$ cat config.mk
export PLATFORM = sky130hd
export DESIGN_NAME = bcd2bin_multi
export DESIGN_NICKNAME = d
export VERILOG_FILES = /design/src/rtl/bcd2bin_pkg.sv /design/src/rtl/bcd2bin_digit_adj.sv /design/src/rtl/bcd2bin_multi.sv
export SDC_FILE = /design/constraint.sdc
export NUM_CORES = 1
export LEC_CHECK = 0
export ABC_CLOCK_PERIOD_IN_PS = 4000
export CAP_MARGIN = 10
export CORE_MARGIN = 8
export CORE_UTILIZATION = 55
export CTS_BUF_LIST = sky130_fd_sc_hd__clkbuf_4
export DETAILED_ROUTE_END_ITERATION = 7
export PLACE_DENSITY = 0.9
export SYNTH_ARGS = -nofsm -noshare
export SYNTH_HDL_FRONTEND = slang
export SYNTH_HIERARCHICAL = 1
export SYNTH_SLANG_ARGS = --single-unit
$ cat constraint.sdc
create_clock -name clk -period 4 [get_ports clk]
set_clock_uncertainty 0.2 [all_clocks]
set_input_delay 0.6 -clock clk [delete_from_list [all_inputs] [get_ports clk]]
set_output_delay 0.6 -clock clk [all_outputs]
set_load 0.01 [all_outputs]
$ cat src/rtl/bcd2bin_pkg.sv
// bcd2bin_pkg: shared FSM state type and result-width helper for the BCD-to-binary converter
package bcd2bin_pkg;
  typedef enum logic [1:0] {IDLE, OP, DONE, ERR} state_t;
  function automatic int bin_w(input int ndig);
    longint m = 1;
    int w = 0;
    for (int i = 0; i < ndig; i++) m = m * 10;
    m = m - 1;
    for (int i = 0; i < 63; i++) if ((m >> i) != 0) w = i + 1;
    return w;
  endfunction
endpackage

$ cat src/rtl/bcd2bin_digit_adj.sv
// bcd2bin_digit_adj: subtracts 3 from a BCD digit that reached 8 or more after a right shift
module bcd2bin_digit_adj (
  input  logic [3:0] d_i,
  output logic [3:0] d_o
);
  assign d_o = (d_i >= 4'd8) ? d_i - 4'd3 : d_i;
endmodule

$ cat src/rtl/bcd2bin_multi.sv
// bcd2bin_multi: sequential NDIG-digit BCD to binary converter (reverse double dabble, BIN_W shifts)
module bcd2bin_multi import bcd2bin_pkg::*; #(
  parameter int NDIG = 2,
  localparam int BIN_W = bin_w(NDIG)
) (
  input  logic              clk,
  input  logic              reset_n,
  input  logic              start,
  input  logic              abort,
  input  logic [4*NDIG-1:0] bcd,
  output logic              ready,
  output logic              done_tick,
  output logic              err_tick,
  output logic [BIN_W-1:0]  bin
);
  localparam int CW = $clog2(BIN_W + 1);
  state_t state_q, state_d;
  logic [4*NDIG-1:0] dig_q, dig_d, dig_sh, dig_adj;
  logic [BIN_W-1:0] acc_q, acc_d, acc_sh, bin_q, bin_d;
  logic [CW-1:0] cnt_q, cnt_d;
  logic [4*NDIG+BIN_W-1:0] sh;
  logic bad;
  assign sh = {dig_q, acc_q} >> 1;
  assign dig_sh = sh[4*NDIG+BIN_W-1:BIN_W];
  assign acc_sh = sh[BIN_W-1:0];
  for (genvar g = 0; g < NDIG; g++) begin : g_adj
    bcd2bin_digit_adj u_adj (.d_i(dig_sh[4*g+:4]), .d_o(dig_adj[4*g+:4]));
  end
  always_comb begin
    bad = 1'b0;
    for (int i = 0; i < NDIG; i++) bad = bad | (bcd[4*i+:4] > 4'd9);
  end
  always_comb begin
    state_d = state_q;
    dig_d = dig_q;
    acc_d = acc_q;
    cnt_d = cnt_q;
    bin_d = bin_q;
    case (state_q)
      IDLE: if (start && !abort) begin
        if (bad) state_d = ERR;
        else begin
          state_d = OP;
          dig_d = bcd;
          acc_d = '0;
          cnt_d = CW'(BIN_W);
        end
      end
      OP: if (abort) state_d = IDLE;
      else begin
        dig_d = dig_adj;
        acc_d = acc_sh;
        cnt_d = cnt_q - CW'(1);
        if (cnt_q == CW'(1)) begin
          bin_d = acc_sh;
          state_d = DONE;
        end
      end
      default: state_d = IDLE;
    endcase
  end
  always_ff @(posedge clk or negedge reset_n) begin
    if (!reset_n) begin
      state_q <= IDLE;
      dig_q <= '0;
      acc_q <= '0;
      cnt_q <= '0;
      bin_q <= '0;
    end else begin
      state_q <= state_d;
      dig_q <= dig_d;
      acc_q <= acc_d;
      cnt_q <= cnt_d;
      bin_q <= bin_d;
    end
  end
  assign ready = state_q == IDLE;
  assign done_tick = state_q == DONE;
  assign err_tick = state_q == ERR;
  assign bin = bin_q;
endmodule

==> run summary <==
Hold buffer count at CTS: 0
GRT met1 Usage: 0.1574
Largest area contributor in the netlist: dfrtp_1
I/O pin count: 22
Final wirelength: 2634 µm
Max VDD drop: 0.3400 mV
Synth cell types: 31
Synth top area cells: dfrtp_1, o21ai_0, mux2i_1, mux2_2, ha_1
Final hold violations: 0
Tot GR Track Use: 0.1319
Final GP Congestion: 0.7825
Worst setup path class: in -> reg
Clock Sink Count: 26
Diode count: 0
Relative slew slack: 0.5271
Root buf cell: clkbuf_4
Vias per cell: 5.408
Max-Cap Viols: 0
Fmax: 392.1 MHz
RSZ-0062 raised after global routing: no
Drt pass-1 iters: 4
Met2 Resource Use GR: 0.2314
Port buffer count: 21
Ys async rst share: 1.000
Share of the synthesized area in the top cell type: 0.4736
Vias in the first global route: 983
Hold/Removal Path Class: reg -> reg
Synthesis-stage register bit count: 26
Die height: 65.98 µm
Final ANT Viol Nets: 0
Warnings from Yosys: 6
Syn_area_per_cell: 11.08 µm²
Tmin final: 2.550 ns
Setup_tns: 0 ns
Initial antenna violation count: 0
Final Cycle Share: 0.6376
Clock-pin slew on the worst setup and hold paths: 0.14 ns
Insertion delay of the later-clocked pin in the worst-skew pair: 0.32 ns
Initial DRC Count: 37
Max Buffers Root-to-Sink: 2
Multi-input logic area: 654.4 µm²
DP HPWL: 1997 µm
Synth top cells by count: dfrtp_1, o21ai_0, mux2i_1
Crit path arrival time: 2.54 ns
CP endpoint: dig_q[6]$_DFFE_PN0P_
Non-Filler Instances: 179
CTS Buf Count: 3
Drt drc: 0
Setup violations, final: 0
Most frequent cell after synthesis: dfrtp_1
CTS tree: yes
First-pass GRT wire length: 4664 µm
Critical Path RT: 3.99 ns
Core footprint: 0.002432 mm²
M3 GR Usage: 0.03729
Fin. max-slew vios: 0
CTS H-tree depth: 1
Startpoint types: primary input
Synth-to-layout area growth: 20.40%
CP Capture Type: register
Register area share after synthesis: 0.4736
Leakage: 0.0007651 µW
Layout cell share with drive strength beyond 1: 0.1611
Post-CTS sizing: 0
Crit Path Max Fanout: 15
Total grt overflow: 0
Layout fillers: 188
Reg-to-reg startpoint: state_q[0]$_DFFE_PN0P_
Number of synthesized flops with an enable pin: 0
Pwr/cell area: 566.0 mW/mm²
Reg2reg end: dig_q[6]$_DFFE_PN0P_
Synthesized instance count: 124
CP startpoint: bcd[6]
Post-synth top flop: dfrtp_1
Routed length per placed instance: 14.72 µm
Row count: 18
Setup Fix Bufs, Post-CTS: 0
Full die area: 0.004353 mm²
R2R setup slack: 1.83 ns
Worst Max-Slew Pin Slew: 0.7094 ns
Die span in x: 65.98 µm
Initial core utilization: 0.5648
Largest net degree at the start of global routing: 27
Vias: 968
Nets: 168
Status: finished clean
Depth of the most critical reg-to-reg path: 3
DP Cell Count: 174
Cell area after synthesis: 0.001374 mm²
Most Crowded Layer GR: met2
Area occupied by registers: 650.6 µm²
[power breakdown]
| part | internal, µW | switching (µW) | total, µW | leakage (µW) |
|---|---|---|---|---|
| logic | 173 | 144 | 317 | 0.000402 |
| registers | 355 | 86.0 | 441 | 0.000335 |
| clock network | 101 | 76.6 | 178 | 0.0000279 |
[routing by layer]
metal / vias up / wire (µm)
met5: - / 0
met2: 24 / 1334
met4: 0 / 13
li1: 476 / -
met3: 3 / 143
met1: 465 / 1143
[cells by family (layout without fill, tap and decap cells)]
kind of cell / after synthesis / after routing / share of synthesized area
multiplexers: 16 / 16 / 0.1230
XOR/XNOR: 4 / 4 / 0.02551
adder cells (fa/ha/maj): 6 / 6 / 0.05464
AND/OR/NAND/NOR: 25 / 25 / 0.1166
flip-flops: 26 / 26 / 0.4736
AO/OA/AOI/OAI: 33 / 33 / 0.1430
buffers and inverters: 13 / 34 / 0.06101
other: 1 / 5 / 0.002730
[flip-flops by register name, indices dropped and copies added, names as in the netlist]
name / flops
dig_q: 8
bin: 7
acc_q: 6
cnt_q: 3
state_q: 2
[layout by cell type (no fill, tap or decap), types with 2 or more instances in the layout]
master,count
a21oi_1,4
a22o_2,5
and3_2,2
clkbuf_4,3
clkdlybuf4s50_1,21
conb_1,5
dfrtp_1,26
ha_1,6
inv_1,7
mux2_2,7
mux2i_1,9
nand2_1,4
nand2b_1,2
nand3_1,3
nor2_1,3
nor2b_1,2
nor3_1,2
o21ai_0,22
xnor2_1,2
xor2_1,2
[through the flow]
step / worst slack [ns] / util / cell area, µm² / hold WS [ns] / total power [µW]
after floorplan: 2.112 / - / 1389 / 0.1044 / 643.7
after global placement: 1.218 / 0.6523 / 1587 / 0.2864 / 741.0
after detailed placement: 1.111 / 0.6523 / 1587 / 0.2940 / 761.6
after CTS: 1.461 / 0.6739 / 1639 / 0.3258 / 938.4
after global routing: 1.194 / 0.6800 / 1654 / 0.3394 / 1006
final: 1.450 / 0.6800 / 1654 / 0.3259 / 936.3
[final cells by class]
cell class,count,share of cell area
inverters,7,0.01588
repair buffers,23,0.1407
multi-input cells,89,0.3956
well taps,30,0.02269
clock buffers,3,0.01362
flip-flops and latches,26,0.3933
clock inverters,1,0.01815
[worst min path at each step]
stage	start	cells after the start	endpoint	slack (ns)
floorplan	reset_n	0	acc_q[1]$_DFFE_PN0P_	0.10
global placement	bin[3]$_DFFE_PN0P_	1	bin[3]$_DFFE_PN0P_	0.29
detailed placement	acc_q[1]$_DFFE_PN0P_	1	acc_q[1]$_DFFE_PN0P_	0.29
CTS	bin[5]$_DFFE_PN0P_	1	bin[5]$_DFFE_PN0P_	0.33
global route	bin[5]$_DFFE_PN0P_	1	bin[5]$_DFFE_PN0P_	0.34
finish	acc_q[1]$_DFFE_PN0P_	1	acc_q[1]$_DFFE_PN0P_	0.33
[critical path, stage by stage]
cell	delay [ns]
clkdlybuf4s50_1	0.48
o21ai_0	0.14
a21oi_1	0.48
or2_0	0.63
o21ai_0	0.20
No activity file was read; power rests on OpenSTA's default activity.
